[config.mk]
export PLATFORM = sky130hd
export DESIGN_NAME = dm_arbiter
export DESIGN_NICKNAME = d
export VERILOG_FILES = /design/src/rtl/dm_arb_pkg.sv /design/src/rtl/dm_arb_pick.sv /design/src/rtl/dm_arbiter.sv
export SDC_FILE = /design/constraint.sdc
export NUM_CORES = 1
export LEC_CHECK = 0
export CORE_MARGIN = 3
export CORE_UTILIZATION = 34
export DETAILED_ROUTE_END_ITERATION = 10
export PLACE_DENSITY_LB_ADDON = 0.3
export SLEW_MARGIN = 20
export SYNTH_ARGS = -nofsm -noshare
export SYNTH_HDL_FRONTEND = slang
export SYNTH_SLANG_ARGS = --single-unit
[constraint.sdc]
create_clock -name clk -period 2.3 [get_ports clk]
set_input_delay 0.23 -clock clk [delete_from_list [all_inputs] [get_ports clk]]
set_output_delay 0.23 -clock clk [all_outputs]
set_load 0.02 [all_outputs]
[src/rtl/dm_arb_pkg.sv]
// Shared types and constants for the data-memory arbiter: owner state encoding,
// port indices and default bus widths.
package dm_arb_pkg;

    typedef enum logic [1:0] {
        IDLE = 2'd0,
        OWN0 = 2'd1,
        OWN1 = 2'd2
    } arb_state_e;

    localparam int PORT0  = 0;
    localparam int PORT1  = 1;

    localparam int DEF_AW = 8;
    localparam int DEF_DW = 8;

endpackage

[src/rtl/dm_arb_pick.sv]
// Two-way combinational picker. An owner takes the grant exclusively; with no owner,
// last = 1 lets port 0 win a contention and last = 0 lets port 1 win.
module dm_arb_pick
    import dm_arb_pkg::*;
(
    input  logic       req0,
    input  logic       req1,
    input  logic       last,
    input  arb_state_e state,
    output logic [1:0] gnt
);

    always_comb begin
        gnt = 2'b00;
        case (state)
            OWN0: gnt[PORT0] = req0;
            OWN1: gnt[PORT1] = req1;
            default: begin
                if (req0 && req1) begin
                    if (last) gnt[PORT0] = 1'b1;
                    else      gnt[PORT1] = 1'b1;
                end else begin
                    gnt[PORT0] = req0;
                    gnt[PORT1] = req1;
                end
            end
        endcase
    end

endmodule

[src/rtl/dm_arbiter.sv]
// dm_arbiter: shares the single-port data memory between the CPU (port 0) and DMA (port 1).
// Round-robin by default; defining DM_ARB_FIXED_PRIO_EN gives port 0 fixed priority.
module dm_arbiter
    import dm_arb_pkg::*;
#(
    parameter int AW       = DEF_AW,
    parameter int DW       = DEF_DW,
    parameter int MAX_LOCK = 8
) (
    input  logic          clk,
    input  logic          rst,
    input  logic          req0,
    input  logic          req1,
    input  logic          we0,
    input  logic          we1,
    input  logic          lock0,
    input  logic          lock1,
    input  logic [AW-1:0] addr0,
    input  logic [AW-1:0] addr1,
    input  logic [DW-1:0] wdata0,
    input  logic [DW-1:0] wdata1,
    output logic          gnt0,
    output logic          gnt1,
    output logic          rvalid0,
    output logic          rvalid1,
    output logic [DW-1:0] rdata0,
    output logic [DW-1:0] rdata1,
    output logic          DM_w_en,
    output logic          DM_r_en,
    output logic [AW-1:0] addr,
    output logic [DW-1:0] DM_w_data,
    input  logic [DW-1:0] o_DM_data,
    output logic [1:0]    dbg_state
);

    localparam logic [7:0] LOCK_MAX = 8'(MAX_LOCK);

    arb_state_e    state_q, state_d;
    logic [7:0]    lock_cnt_q, lock_cnt_d, cnt_inc;
    logic [1:0]    pick_gnt, gnt;
    logic          last_eff;
    logic          forced_break, fb_port;
    logic          rvalid0_q, rvalid0_d, rvalid1_q, rvalid1_d;
    logic [DW-1:0] rdata0_q, rdata0_d, rdata1_q, rdata1_d;

    dm_arb_pick u_pick (
        .req0  (req0),
        .req1  (req1),
        .last  (last_eff),
        .state (state_q),
        .gnt   (pick_gnt)
    );

    // Grants are masked during reset so nothing reaches the memory in the reset cycle.
    assign gnt       = rst ? 2'b00 : pick_gnt;
    assign gnt0      = gnt[PORT0];
    assign gnt1      = gnt[PORT1];
    assign rvalid0   = rvalid0_q;
    assign rvalid1   = rvalid1_q;
    assign rdata0    = rdata0_q;
    assign rdata1    = rdata1_q;
    assign dbg_state = state_q;

    always_comb begin
        DM_w_en   = 1'b0;
        DM_r_en   = 1'b0;
        addr      = '0;
        DM_w_data = '0;
        if (gnt[PORT0]) begin
            addr      = addr0;
            DM_w_en   = we0;
            DM_r_en   = ~we0;
            DM_w_data = we0 ? wdata0 : '0;
        end else if (gnt[PORT1]) begin
            addr      = addr1;
            DM_w_en   = we1;
            DM_r_en   = ~we1;
            DM_w_data = we1 ? wdata1 : '0;
        end
    end

    // lock_cnt counts owned beats; the beat that brings it to LOCK_MAX is the last one.
    always_comb begin
        state_d      = state_q;
        lock_cnt_d   = lock_cnt_q;
        forced_break = 1'b0;
        fb_port      = 1'b0;
        cnt_inc      = lock_cnt_q + 8'd1;
        case (state_q)
            IDLE: begin
                if (gnt[PORT0] && lock0) begin
                    if (LOCK_MAX > 8'd1) begin
                        state_d    = OWN0;
                        lock_cnt_d = 8'd1;
                    end else begin
                        forced_break = 1'b1;
                        fb_port      = 1'b0;
                    end
                end else if (gnt[PORT1] && lock1) begin
                    if (LOCK_MAX > 8'd1) begin
                        state_d    = OWN1;
                        lock_cnt_d = 8'd1;
                    end else begin
                        forced_break = 1'b1;
                        fb_port      = 1'b1;
                    end
                end
            end
            OWN0: begin
                lock_cnt_d = cnt_inc;
                if (!lock0) begin
                    state_d    = IDLE;
                    lock_cnt_d = '0;
                end else if (cnt_inc >= LOCK_MAX) begin
                    state_d      = IDLE;
                    lock_cnt_d   = '0;
                    forced_break = 1'b1;
                    fb_port      = 1'b0;
                end
            end
            OWN1: begin
                lock_cnt_d = cnt_inc;
                if (!lock1) begin
                    state_d    = IDLE;
                    lock_cnt_d = '0;
                end else if (cnt_inc >= LOCK_MAX) begin
                    state_d      = IDLE;
                    lock_cnt_d   = '0;
                    forced_break = 1'b1;
                    fb_port      = 1'b1;
                end
            end
            default: begin
                state_d    = IDLE;
                lock_cnt_d = '0;
            end
        endcase
    end

    always_comb begin
        rvalid0_d = gnt[PORT0] & ~we0;
        rvalid1_d = gnt[PORT1] & ~we1;
        rdata0_d  = rvalid0_d ? o_DM_data : rdata0_q;
        rdata1_d  = rvalid1_d ? o_DM_data : rdata1_q;
    end

`ifdef DM_ARB_FIXED_PRIO_EN
    // After port 0 is forced off a lock, port 1 gets exactly one contention.
    logic yield_q, yield_d;

    always_comb begin
        yield_d = forced_break & ~fb_port;
    end

    assign last_eff = ~yield_q;

    always_ff @(posedge clk or posedge rst) begin
        if (rst) yield_q <= 1'b0;
        else     yield_q <= yield_d;
    end
`else
    logic last_q, last_d;

    always_comb begin
        last_d = last_q;
        if (forced_break)  last_d = fb_port;
        else if (|gnt)     last_d = gnt[PORT1];
    end

    assign last_eff = last_q;

    always_ff @(posedge clk or posedge rst) begin
        if (rst) last_q <= 1'b1;
        else     last_q <= last_d;
    end
`endif

    always_ff @(posedge clk or posedge rst) begin
        if (rst) begin
            state_q    <= IDLE;
            lock_cnt_q <= '0;
            rvalid0_q  <= 1'b0;
            rvalid1_q  <= 1'b0;
            rdata0_q   <= '0;
            rdata1_q   <= '0;
        end else begin
            state_q    <= state_d;
            lock_cnt_q <= lock_cnt_d;
            rvalid0_q  <= rvalid0_d;
            rvalid1_q  <= rvalid1_d;
            rdata0_q   <= rdata0_d;
            rdata1_q   <= rdata1_d;
        end
    end

endmodule

==> impl_metrics.ini <==
[timing]
period_share_pct = 104
max_slew_margin_pct = 56.4
setup-tns-final_ns = -0.815
maxSlewViolCount = 0
finalHoldViolations = 0
fin_crit_ns = 2.39
finalClockSkew_ns = 0.00476
setup_slack_ns = -0.0856
hold_slack_ns = 0.344
max_slew.worst_pin.slew_ns = 0.648
setup_viol = 13
clock.fmax_ghz = 0.419
rsz0062_at_grt = true

[place]
place_hpwl_mm = 3.64
io_buffers = 87
place.gp.congestion = 0.859

[worst_setup_path]
reg2regPathDepth = 9
crit_path_max_incr_delay_ns = 0.43
reg2reg_from = dbg_state[0]$_DFFE_PP0P_
cp.arrival_ns = 2.16
cp_common_cell = buf_6
path_buf_inv = 3
crit_chain = inv_2 -> ha_4 -> or3b_1 -> and4_4 -> and2_4 -> buf_6 -> or2_4 -> buf_6
critical_path_class = reg2out
cp_data_required_time_ns = 2.07
crit_fanout = 5
worstReg2RegEnd = lock_cnt_q[2]$_DFFE_PP0P_
critical_path.top_delay_family = simple AND/OR/NAND/NOR gates
end_kind = primary output
ff2ff_setup_slack_ns = 0.09
critPathLaunchType = register
cp_slowest_cell = dfrtp_2

[power_and_ir_drop]
power_frac_seq_pct = 25.2
pwr-share-clk_pct = 16.2
peakVddDrop_mv = 0.648
switching_share_pct = 35.8
powerDensity_nw_per_um2 = 1140
leakage_nw = 1.28
p_sw_w = 0.00117
p_int_w = 0.00209
comb_power_share_pct = 58.6

[synth]
synth.top_cell.area_share_pct = 45.1
syn-cell-area_um2 = 1560
synth_top_flop_cell = dfrtp_1
ys_top_cells_by_count = 28 x dfrtp_1, 16 x a22o_1, 8 x mux2_1, 8 x mux2_2, 6 x ha_1
syn_avg_cell_area_um2 = 12.1
synth-seq-area-share_pct = 46.7
yosysWarnings = 0
synth_cell_types = 40
synth-edff-count = 0
syn_nets = 183
synth_top_cell_by_area = dfrtp_1
synth_most_common_cell = dfrtp_1
synth-seq-cells = 29
synthArstFlopShare_pct = 100
syn_inst = 129
yosys-top-cells-area = dfrtp_1 45%, a22o_1 9.0%, mux2_1 5.8%, mux2_2 5.8%, ha_1 4.8%

[grt]
gr-total-overflow = 0
grt_pass1_vias = 1484
antenna_found_initial = 0
grtUsageTotal_pct = 17.4
grt_pass1_wl_mm = 7.25
grt_start_max_net_pins = 27

[clock_network]
clkTransAtPathRegs_ns = 0.06
clock_latency_ns = 0.27
clock_path_buffers = 2
clkSinkCount = 29
root_buffer = clkbuf_8
cts_buffers = 5
hold_buffers = 0
htree_levels = 2
cts_tree = built

[status]
violations = negative setup slack
outcome = finished, violations left

[drt]
dr_total_vias = 1464
drc = 0
finalWirelength_mm = 4.78
drtIter0Drc = 36
vias_per_cell = 5.14
antenna_left = 0
drt_pre_antenna_iters = 4
wl_per_cell_um = 16.8

[floorplan]
fp.dieW_um = 73.6
dieArea_um2 = 5420
core_um2 = 4200
die_h_um = 73.6
io_pins = 88
rows = 23
start_util_pct = 37.0

[cells_and_area]
area_growth_pct = 83.3
fin_nets = 288
multi_input_area_um2 = 875
regArea_um2 = 729
drive_above_1_share_pct = 33.6
fill_cells = 302
post-route-util_pct = 67.8
antenna_cells = 0

[worst_hold_path]
hold_path_class = in2async

[flow_run]
maxCapViolations = 0
power by group through the flow:
| stage | clock [W] | sequential [W] | combinational (W) |
|---|---|---|---|
| 6_report | 0.000527 | 0.000819 | 0.00191 |
| 5_1_grt | 0.000580 | 0.000844 | 0.00202 |
| 3_5_place_dp | 0 | 0.000829 | 0.00178 |
| 3_3_place_gp | 0 | 0.000814 | 0.00173 |
| 4_1_cts | 0.000544 | 0.000820 | 0.00178 |
| 2_1_floorplan | 0 | 0.00103 | 0.000787 |
registers in the layout (all words and copies together) (netlist names):
signal	cells
rdata0	8
last_eff	1
lock_cnt_q	8
rvalid0	1
dbg_state	2
rvalid1	1
rdata1	8
routing by layer:
layer	part of all wire (%)	global-route usage, %	routed length (um)	up-vias
li1	-	-	-	691
met2	54	31.4	2560	73
met1	35	18.7	1660	696
met3	11	6.43	520	4
met4	0.75	5.43	36	0
met5	0	0	0	-
stage by stage:
| stage | setup WS, ns | std cells | area (um2) | total power (W) |
|---|---|---|---|---|
| after detailed placement | -0.297 | 273 | 2620 | 0.00261 |
| after CTS | -0.117 | 282 | 2720 | 0.00315 |
| final | -0.0856 | 285 | 2850 | 0.00325 |
| after global routing | -0.163 | 285 | 2850 | 0.00345 |
| after global placement | -0.270 | 273 | 2620 | 0.00255 |
| after floorplan | 0.0426 | 129 | 1650 | 0.00181 |
area by class of cell:
class	instances	share of cell area, %
clock buffers	7	3.03
clock inverters	1	1.05
inverters	5	0.790
multi-input cells	88	30.7
flip-flops and latches	29	25.6
well taps	50	2.19
repair buffers	105	36.7
worst max-delay path by stage:
stage | cells after the start | to | slack [ns] | startpoint
finish | 8 | DM_w_en | -0.09 | dbg_state[0]$_DFFE_PP0P_
global route | 8 | DM_w_en | -0.16 | dbg_state[0]$_DFFE_PP0P_
CTS | 8 | DM_w_en | -0.12 | dbg_state[0]$_DFFE_PP0P_
detailed placement | 7 | DM_w_data[0] | -0.30 | req1
global placement | 7 | DM_w_data[7] | -0.27 | req1
floorplan | 8 | DM_r_en | 0.04 | dbg_state[0]$_DFFE_PP0P_
tightest hold or removal path: cells and delay by family:
kind	cells	cell delay [ns]
buf+inv	3	0.71
timing repair:
item | CTS | global route
gates resized for setup | 97 | 32
setup endpoints to repair | 28 | 27
pin swaps | 0 | 4
cloned | 1 | 1
setup buffers | 0 | 2
cell usage in the layout (no fill, tap or decap), types with 2 or more instances in the layout:
| cell | instances |
|---|---|
| nor2_4 | 2 |
| a22o_4 | 8 |
| and2_1 | 5 |
| nand2_1 | 4 |
| nor2b_4 | 3 |
| buf_4 | 13 |
| dlygate4sd2_1 | 2 |
| mux2_2 | 8 |
| clkbuf_8 | 6 |
| nor4_1 | 2 |
| buf_6 | 23 |
| inv_2 | 2 |
| and3_1 | 2 |
| o31ai_1 | 2 |
| ha_1 | 5 |
| nand2b_1 | 2 |
| a22o_1 | 8 |
| clkdlybuf4s50_1 | 67 |
| a22oi_1 | 2 |
| a31oi_1 | 2 |
| dfrtp_2 | 2 |
| and2_4 | 3 |
| a32o_1 | 2 |
| mux2_1 | 8 |
| inv_1 | 2 |
| dfrtp_1 | 26 |
logic make-up after synthesis:
family          after synthesis  share of synthesized area, %
simple gates                 32                          12.4
fa+ha+maj                     6                          4.83
compound gates               33                          18.7
flops                        29                          46.7
mux                          16                          11.6
buf+inv                      13                          5.71
(Power assumes the default switching activity.)
